`config.mk`:
```
export PLATFORM = sky130hd
export DESIGN_NAME = sequential_divider
export DESIGN_NICKNAME = d
export VERILOG_FILES = /design/src/rtl/sequential_divider.sv
export SDC_FILE = /design/constraint.sdc
export NUM_CORES = 1
export LEC_CHECK = 0
export ABC_CLOCK_PERIOD_IN_PS = 5000
export BUFFER_PORTS_ARGS = -buffer_cell sky130_fd_sc_hd__buf_4
export CORE_MARGIN = 2
export CORE_UTILIZATION = 50
export DETAILED_ROUTE_END_ITERATION = 10
export GPL_TIMING_DRIVEN = 0
export HOLD_SLACK_MARGIN = 0.15
export PLACE_DENSITY = 0.81
export SYNTH_ARGS = -nofsm -noshare
export SYNTH_HDL_FRONTEND = slang
export SYNTH_SLANG_ARGS = --single-unit
```
`constraint.sdc`:
```
create_clock -name clk -period 5 [get_ports clk]
set_input_delay 0.75 -clock clk [delete_from_list [all_inputs] [get_ports clk]]
set_output_delay 0.75 -clock clk [all_outputs]
set_load 0.05 [all_outputs]
```
`src/rtl/sequential_divider.sv`:
```
// sequential_divider: multi-cycle signed integer divider (non-restoring core).
// Quotient (truncated toward zero) goes to LO and remainder (sign of dividend)
// goes to HI. A start/busy/done handshake lets the control unit stall while an
// operation is in flight. A normal division takes BITS+2 edges from the
// accepting edge to the return to IDLE.
//
// Build option:
//   DIVIDER_ZERO_TRAP_EN  - a zero divisor is trapped at the accepting edge:
//                           done pulses the next cycle with div_zero=1,
//                           quotient=all ones, remainder=dividend, and busy
//                           never rises. Without it a zero divisor runs the
//                           normal path, its results are meaningless, and
//                           div_zero is tied low.

module sequential_divider #(
   parameter int BITS = 32
) (
   input  logic            clk,
   input  logic            clr,
   input  logic            start,
   input  logic [BITS-1:0] dividend,
   input  logic [BITS-1:0] divisor,
   output logic            busy,
   output logic            done,
   output logic [BITS-1:0] quotient,
   output logic [BITS-1:0] remainder,
   output logic            div_zero
);

   localparam int CNT_W = $clog2(BITS) + 1;

   typedef enum logic [1:0] {
      IDLE    = 2'd0,
      ITERATE = 2'd1,
      CORRECT = 2'd2,
      DONE    = 2'd3
   } state_t;

   state_t           state;
   logic [CNT_W-1:0] count;
   logic [BITS:0]    p_reg;      // signed partial remainder, one guard bit
   logic [BITS-1:0]  q_reg;      // quotient shift register (starts as |dividend|)
   logic [BITS-1:0]  d_reg;      // |divisor|
   logic             neg_q;
   logic             neg_r;

   logic [BITS-1:0]  dividend_mag;
   logic [BITS-1:0]  divisor_mag;
   logic [BITS:0]    p_shift;
   logic [BITS:0]    p_step;
   logic [BITS-1:0]  q_step;
   logic [BITS:0]    p_fix;
   logic [BITS-1:0]  q_signed;
   logic [BITS-1:0]  r_signed;

   // Operand magnitudes; -2^(BITS-1) maps onto itself and is read as unsigned.
   always_comb begin
      dividend_mag = dividend[BITS-1] ? (~dividend + 1'b1) : dividend;
      divisor_mag  = divisor[BITS-1]  ? (~divisor + 1'b1)  : divisor;
   end

   // One non-restoring step, the final remainder fix-up and the sign fix-up.
   always_comb begin
      // NOTE: every signal gets a value before any branch so no latch is inferred.
      p_shift = {p_reg[BITS-1:0], q_reg[BITS-1]};
      p_step  = p_shift;
      if (!p_reg[BITS]) begin
         p_step = p_shift - {1'b0, d_reg};
      end else begin
         p_step = p_shift + {1'b0, d_reg};
      end
      q_step = {q_reg[BITS-2:0], ~p_step[BITS]};

      p_fix = p_reg;
      if (p_reg[BITS]) begin
         p_fix = p_reg + {1'b0, d_reg};
      end

      q_signed = neg_q ? (~q_reg + 1'b1) : q_reg;
      r_signed = neg_r ? (~p_fix[BITS-1:0] + 1'b1) : p_fix[BITS-1:0];
   end

`ifdef DIVIDER_ZERO_TRAP_EN
   logic div_zero_q;
   assign div_zero = div_zero_q;
`else
   assign div_zero = 1'b0;
`endif

   // Control FSM with datapath registers and registered handshake/results.
   always_ff @(posedge clk) begin
      // NOTE: sequential state uses non-blocking assignments so every register
      // samples pre-edge values regardless of statement order.
      if (!clr) begin
         state     <= IDLE;
         count     <= '0;
         p_reg     <= '0;
         q_reg     <= '0;
         d_reg     <= '0;
         neg_q     <= 1'b0;
         neg_r     <= 1'b0;
         busy      <= 1'b0;
         done      <= 1'b0;
         quotient  <= '0;
         remainder <= '0;
`ifdef DIVIDER_ZERO_TRAP_EN
         div_zero_q <= 1'b0;
`endif
      end else begin
         unique case (state)
            IDLE: begin
               if (start) begin
                  q_reg <= dividend_mag;
                  d_reg <= divisor_mag;
                  p_reg <= '0;
                  neg_q <= dividend[BITS-1] ^ divisor[BITS-1];
                  neg_r <= dividend[BITS-1];
                  count <= '0;
                  busy  <= 1'b1;
                  state <= ITERATE;
`ifdef DIVIDER_ZERO_TRAP_EN
                  // A zero divisor overrides the normal launch and finishes at once.
                  div_zero_q <= (divisor == '0);
                  if (divisor == '0) begin
                     busy      <= 1'b0;
                     done      <= 1'b1;
                     quotient  <= '1;
                     remainder <= dividend;
                     state     <= DONE;
                  end
`endif
               end
            end

            ITERATE: begin
               p_reg <= p_step;
               q_reg <= q_step;
               count <= count + CNT_W'(1);
               if (count == CNT_W'(BITS - 1)) begin
                  state <= CORRECT;
               end
            end

            CORRECT: begin
               p_reg     <= p_fix;
               quotient  <= q_signed;
               remainder <= r_signed;
               busy      <= 1'b0;
               done      <= 1'b1;
               state     <= DONE;
            end

            DONE: begin
               done  <= 1'b0;
               state <= IDLE;
            end

            default: begin
               state <= IDLE;
            end
         endcase
      end
   end

endmodule
```
=== After elaboration in Yosys (flattened, before gate mapping) ===
Cells that the tools add are included.

* Flip-flop bits (word level): 173
* Input bits: 67
* Output and inout port bits: 67
* Word-level logic and storage cells: 59

* $add $sub $neg: 8
* Eq/ne operators: 6
* Muxes and demuxes: 18
* Bitwise logic cells: 6
* Reductions and logical operators: 10

{| class="wikitable"
|+ Operators by type and width
! operator !! count
|-
| $mux W32 || 5
|-
| $add A32 B1 Y32 const B || 4
|-
| $not A32 Y32 || 4
|-
| $mux W33 || 3
|-
| $pmux W33 S3 || 1
|-
| $add A33 B32 Y33 || 2
|-
| $pmux W32 S2 || 1
|-
| $sub A33 B32 Y33 || 1
|-
| $pmux W6 S2 || 1
|-
| $reduce_and A2 Y1 || 5
|-
| $pmux W2 S4 || 1
|-
| $add A6 B1 Y6 const B || 1
|-
| $eq A6 B5 Y1 const B || 1
|-
| $mux W6 || 1
|-
| $reduce_bool A2 Y1 || 3
|-
| $eq A2 B2 Y1 const B || 2
|-
| $mux W2 || 2
|-
| $ne A2 B2 Y1 const B || 2
|-
| $pmux W1 S2 || 2
|-
| $reduce_bool A3 Y1 || 1
|-
| $eq A2 B1 Y1 const B || 1
|-
| $logic_not A2 Y1 || 1
|-
| $mux W1 || 1
|-
| $not A1 Y1 || 1
|-
| $xor A1 B1 Y1 || 1
|}

=== Depth between registers and ports, before layout ===
Gate-level depths: netlist of the first run.

* Depth after elaboration: 5
* Mapped depth: 22
* Mapped depth without buffers: 19

=== Least setup slack after synthesis of the first run ===
Ideal clock, no wire load.

* Kind: register -> register
* From: reg p_reg[32]
* To: reg p_reg[12]
* Setup time: 0.128 ns
* Data arrival time: 5.007 ns
* Required time: 4.872 ns
* Slack: -0.135 ns
* Cell stages (with the launch flop): 21
* Clock period less this slack: 5.135 ns
* Cells stage by stage: dfxtp_1 -> buf_2 -> buf_1 -> buf_1 -> buf_1 -> clkbuf_1 -> buf_2 -> buf_1 -> mux2_2 -> fa_1 -> a211o_1 -> a211oi_1 -> nor3_1 -> or3_1 -> a21oi_1 -> nor2_1 -> or3_1 -> a32oi_1 -> nor2_1 -> a21oi_1 -> nor2_1

* Word-level cells in the longest chain between the ends: 2
* Elaborated cells on any way between the ends: 3

{| class="wikitable"
|+ Ends and longest elaborated chain
! element !! RTL line !! RTL
|-
| start: declaration || 41 || <nowiki>logic [BITS:0] p_reg;</nowiki>
|-
| start signal: assignment || 136 || <nowiki>p_reg <= p_step;</nowiki>
|-
| start signal: assignment || 145 || <nowiki>p_reg <= p_fix;</nowiki>
|-
| $mux W33, on equally long branches || 75, 67 ||
|-
| $pmux W33 S3 (*) || 110 || <nowiki>unique case (state)</nowiki>
|}

Every way passes the cells marked *; elsewhere a longest branch is shown, timed or not.
A chain may end at the register's enable or synchronous reset.

=== Worst setup path after layout of the first run ===
* From: reg p_reg[32]
* To: reg p_reg[31]

The elaborated chain is that of the path after synthesis.

==> results.toml, run 1 <==
[run_status]
outcome = "finished, final reports clean"

[global_routing]
antenna_found_initial = 0
overflow = 0
grt_start_max_net_pins = 29
grt_pass1_vias = 13800
groute.usage.overall_pct = 32.9
grt_pass1_wl_um = 74800

[route]
routed.top_layer = "met4"
drt-met1-wl_um = 19800
vias = 14800
drt_iter0_drc = 1638
via_per_inst = 6.32
totalWireLength_um = 47800
antenna_left = 0
wl_met3_um = 4960
wl_met2_um = 21200
wl_per_cell_um = 20.4
route.detailed.drc = 0
firstDrtPassIters = 6

[logic_synthesis]
synth.cell_area_um2 = 13700
postSynth.asyncResetShare_pct = 0
synthesis.nets = 1985
yosys-top-cells-count = "230 x nand2_1, 180 x nor2_1, 173 x dfxtp_1, 162 x a21oi_1, 128 x o21ai_0"
ys_seq_area_share_pct = 25.3
synth_top_family_by_area = "compound AO/OA/AOI/OAI gates"
synthMuxAreaShare_pct = 2.73
synth_edf_count = 0
synth_cell_types = 81
netlist_top_cells_area = "dfxtp_1 25%, xor2_1 7.9%, ha_1 6.8%"
synth-compound-area-share_pct = 26.7
synthCells = 1842
yosysMostFrequentCell = "nand2_1"
synth_simple_gate_area_share_pct = 22.5
synth_xor_area_share_pct = 11.6
synth_largest_area_cell = "dfxtp_1"
synth_ff_type = "dfxtp_1"
synth-adder-area-share_pct = 7.06
synth_top_area_share_pct = 25.3
ys_ff_latch = 173
synth.avg_cell_area_um2 = 7.43
yosys_warnings = 0

[run]
drv_cap = 0

[place]
placed_area_um2 = 15100
io_buffer_count = 132
placedCellCount = 2316
preCtsSetupSlack_ps = -1470
globalplace.congestion = 1.03
hpwl_um = 37900

[clocking]
clockBufferDepth = 2
cts_tree = "done"
clock-root-buffer = "clkbuf_16"
cts_num_sinks = 173
cts_max_level = 4
insertion_delay_ps = 440
cts_buffers = 17
post-cts-setup-buffer-count = 0
cts-resized-gates = 12
clk_pin_slew_worst_paths_ps = 80
ctsHoldBuffers = 0

[worst_setup_path]
cp_cell_sequence = "clkbuf_4, buf_4, buf_8, buf_4, clkbuf_4, mux2_2, ha_1, a21o_1, a21oi_1, o21ai_1, a221o_1, a21o_1, nand3_1, a21o_1, o221ai_1, a31oi_1, xor2_1, o21ai_0"
crit_buf_inv = 5
reg2reg_slack_ps = 270
crit_top_cell = "a21o_1"
cp.required_ps = 5330
cpMaxStageDelayCell = "a221o_1"
crit_type = "flop to flop"
end_kind = "flop"
critPathMaxStageDelay_ps = 400
startpoint_type = "flop"
cp.arrival_ps = 5060
path_delay_family = "compound AO/OA/AOI/OAI gates"
crit_fanout = 28

[power]
power_switching_mw = 5.14
max-vdd-ir-drop_uv = 352
internal-power_mw = 4.51
p_comb_share_pct = 62.8
p_leak_nw = 6.26
p_per_area_nw_per_um2 = 611
power_frac_seq_pct = 22.9
power_mw = 9.65
pwr-share-clk_pct = 14.4
p_sw_share_pct = 53.3

[layout]
final_cells = 2344
drive_gt1_share_pct = 10.8
final_cell_area_um2 = 15800
largest_reg_flops = 33
fill_cells = 2529
num-nets-final = 2133
antenna_cells = 0
syn_to_final_growth_pct = 15.4

[sta]
fin_crit_ps = 4730
fin_crit_sh_pct = 94.5
hold_viol = 0
final-max-slew-violation-count = 0
grt_setup_unrepaired = "no"
setup_viol = 0
worst_slew_margin_rel_pct = 22.5
hold_ws_ps = 468
worst_pin_slew_ps = 1160
setup_ws_ps = 273
clock.fmax_ghz = 0.212
clock_skew_ps = 15.8

[min_path]
hold_path_class = "flop to flop"

[floorplanning]
die_area_um2 = 28700
coreArea_um2 = 26900
die_h_um = 169
fp.dieW_um = 169
ios = 134
std_cell_rows = 60
initial_utilization_pct = 50.9
[cell families after synthesis]
group | Yosys count
muxes | 37
other | 1
DFF | 173
AOI/OAI and AO/OA | 570
and+or+nand+nor | 659
buffers and inverters | 144
adders and majority gates | 76
xor gates and xnor gates | 182
[layout make-up]
cell class,instances,area (um^2),area share [%]
clock inverters,15,179,1.13
multi-input cells,1525,9730,61.6
flip-flops and latches,173,3460,21.9
inverters,38,146,0.927
clock buffers,17,425,2.69
plain buffers,102,424,2.69
well taps,341,427,2.70
repair buffers,133,996,6.31
[per-layer routing]
metal,global-route usage [%],vias to the layer above
li1,-,6991
met1,44.3,6878
met2,52.3,814
met3,5.92,127
met4,13.2,0
met5,0,-
[final timing paths]
kind | start | end | cells after the start
max | p_reg[32] | p_reg[31] | 18
min | remainder[30] | remainder[30] | 2
max reg2reg | p_reg[32] | p_reg[31] | 18
min reg2reg | remainder[30] | remainder[30] | 2
[power by group through the flow]
stage          clock network (mW)  registers, mW  logic (mW)
2_1_floorplan                   0           2.39        3.93
3_3_place_gp                    0           2.18        5.74
3_5_place_dp                    0           2.20        5.82
4_1_cts                      1.37           2.17        5.86
5_1_grt                      1.44           2.23        6.56
6_report                     1.38           2.21        6.05
[worst reg2reg max path, cell delays in order, from the launching register on]
cell,delay [ps]
dfxtp_1,370
clkbuf_4,240
buf_4,240
buf_8,230
buf_4,260
clkbuf_4,260
mux2_2,390
ha_1,280
a21o_1,200
a21oi_1,290
o21ai_1,180
a221o_1,400
a21o_1,240
nand3_1,130
a21o_1,190
o221ai_1,200
a31oi_1,250
xor2_1,180
o21ai_0,100
[cell usage in the layout (no fill, tap or decap), types with 12 or more instances in the layout]
master	synthesis	layout
o41ai_1	14	14
clkbuf_1	84	80
mux2i_1	34	34
nor2b_1	12	12
clkbuf_16	0	17
a21o_1	31	31
nand4_1	17	17
ha_1	74	74
o31ai_1	32	32
nand3_1	32	32
nor3_1	49	47
a211oi_1	64	63
or3_1	35	35
buf_4	1	135
xnor2_1	58	58
xor2_1	124	124
a31oi_1	22	22
nand2b_1	17	17
a21oi_1	162	160
o211ai_1	14	14
nor2_1	180	180
a22oi_1	12	12
inv_1	38	37
o21ai_0	128	127
nand2_1	230	230
dfxtp_1	173	173
or4_1	17	17
nor4_1	14	13
[metrics by stage]
step	util [%]	setup TNS, ps
6_report	58.8	0
5_1_grt	58.8	0
4_1_cts	58.5	0
3_5_place_dp	56.2	-25180
3_3_place_gp	56.2	-24840
2_1_floorplan	-	0
Note: power is estimated with default switching activity, not from simulation.
==> inputs of run 2 (changes only) <==
- CTS_CLUSTER_DIAMETER: default -> 150
- PLACE_DENSITY: 0.81 -> 0.72
==> run 2 against run 1 <==
Compared with the run above:
- count of clock-buffer cells in the layout is the same
- global-route usage grew 1.1 points
- final area grew 0.16%
- register-to-register slack lost 150 ps
- non-clock buffer count grew 1
- sequential power is essentially flat
- critical path depth is the same
- sequential cell count is the same
- sequential share of layout area is essentially flat
- wire length grew 2.7%
- largest cell class unchanged
==> results.toml, run 2 (synthesis gave the netlist of run 1 again) <==
[run_status]
outcome = "finished, final reports clean"

[sta]
hold_viol = 0
worst_slew_margin_rel_pct = 31.1
clock.fmax_ghz = 0.205
fin_crit_ps = 4870
grt_setup_unrepaired = "no"
setup_ws_ps = 126
clock_skew_ps = 14.1
finalSetupTns_ps = 0
worst_pin_slew_ps = 1020
final-max-slew-violation-count = 0
setup_viol = 0
fin_crit_sh_pct = 97.5

[clocking]
cts_tree = "done"
cts_buffers = 17
clk_pin_slew_worst_paths_ps = 80
insertion_delay_ps = 450
cts_num_sinks = 173
ctsHoldBuffers = 0
clockBufferDepth = 2
cts_max_level = 4
clock-root-buffer = "clkbuf_16"

[route]
route.detailed.drc = 0
vias = 14600
drt_iter0_drc = 1184
wl_per_cell_um = 20.9
via_per_inst = 6.21
firstDrtPassIters = 8
totalWireLength_um = 49100
antenna_left = 0

[worst_setup_path]
r2r-start = "p_reg[32]"
critPathMaxStageDelay_ps = 450
cp.arrival_ps = 5170
crit_fanout = 28
path_delay_family = "compound AO/OA/AOI/OAI gates"
startpoint_type = "flop"
cp.required_ps = 5300
cp_cell_sequence = "clkbuf_4, buf_6, buf_12, buf_4, buf_4, mux2_2, fa_1, a211o_1, a211oi_4, or4_1, nand2_1, a21oi_2, o21ai_0, a21oi_2, o21ai_0, a21oi_1, xnor2_1, o32ai_1"
end_kind = "flop"
startpoint = "p_reg[32]"
crit_buf_inv = 5
crit_type = "flop to flop"
cpMaxStageDelayCell = "fa_1"

[layout]
syn_to_final_growth_pct = 15.6
final_common_cell = "nand2_1"
fill_cells = 2586
seqCellArea_um2 = 3460
antenna_cells = 0
multi_input_area_um2 = 9720
layout_common_cells = "230 x nand2_1, 180 x nor2_1, 173 x dfxtp_1"
largest_reg_flops = 33
drive_gt1_share_pct = 10.9
num-nets-final = 2134

[floorplanning]
die_h_um = 169
initial_utilization_pct = 50.9
die_area_um2 = 28700
fp.dieW_um = 169
std_cell_rows = 60
coreArea_um2 = 26900
ios = 134

[global_routing]
antenna_found_initial = 0
use_met1_pct = 44.5
met2_usage_pct = 57.3
grt_pass1_wl_um = 75900
groute.usage.overall_pct = 34.0
grt_pass1_vias = 13700
use_met3_pct = 4.20
overflow = 0
grt_start_max_net_pins = 29
gr-max-usage-layer = "met2"

[min_path]
min_from = "remainder[30]"
hold_path_class = "flop to flop"

[place]
preCtsSetupSlack_ps = -1960
hpwl_um = 38900
globalplace.congestion = 0.996
io_buffer_count = 132

[power]
p_per_area_nw_per_um2 = 611
p_leak_nw = 6.27
max-vdd-ir-drop_uv = 315
power_mw = 9.66

[run]
drv_cap = 0
[run 2: worst min-delay path: stages (launching register included)]
cell     delay [ps]
dfxtp_1         330
nand2_1          40
o21ai_0          60
[run 2: layer usage]
metal | vias to the layer above | share of wire [%]
met3 | 106 | 7.4
met5 | - | 0
met4 | 0 | 3.4
met2 | 613 | 46
li1 | 6988 | -
met1 | 6853 | 43
[run 2: power breakdown]
group,total [mW],leakage [nW],internal (mW),switching (mW)
Combinational,6.05,4.56,2.12,3.93
Clock,1.42,0.295,0.687,0.730
Sequential,2.19,1.41,1.71,0.484
Total,9.66,6.27,4.52,5.14
[run 2: through the flow]
stage          cell area [um^2]  std cells  hold slack [ps]  util [%]
3_5_place_dp              15100       2316              451      56.2
4_1_cts                   15800       2344              472      58.7
2_1_floorplan             13700       1842              449         -
5_1_grt                   15800       2345              493      58.8
6_report                  15800       2345              468      58.8
3_3_place_gp              15100       2315              444      56.2
[run 2: area by class of cell]
| cell class | count | area share, % |
|---|---|---|
| multi-input combinational | 1525 | 61.5 |
| sequential | 173 | 21.9 |
| timing repair buffer | 134 | 6.34 |
| buffer | 102 | 2.75 |
| tap | 341 | 2.70 |
| clock buffer | 17 | 2.69 |
| clock inverter | 15 | 1.20 |
| inverter | 38 | 0.926 |
[run 2: timing repair]
item                                    in CTS  in global routing
gates resized for setup                     19                 15
buffers inserted                             0                  1
endpoints found under the setup margin      29                 14
pin swaps                                    0                  2
[run 2: worst paths after layout]
path	to	slack (ps)	cells after the start
worst max-delay path	p_reg[32]	130	18
worst min-delay path	remainder[30]	470	2
worst max register to register	p_reg[32]	130	18
worst min register to register	remainder[30]	470	2
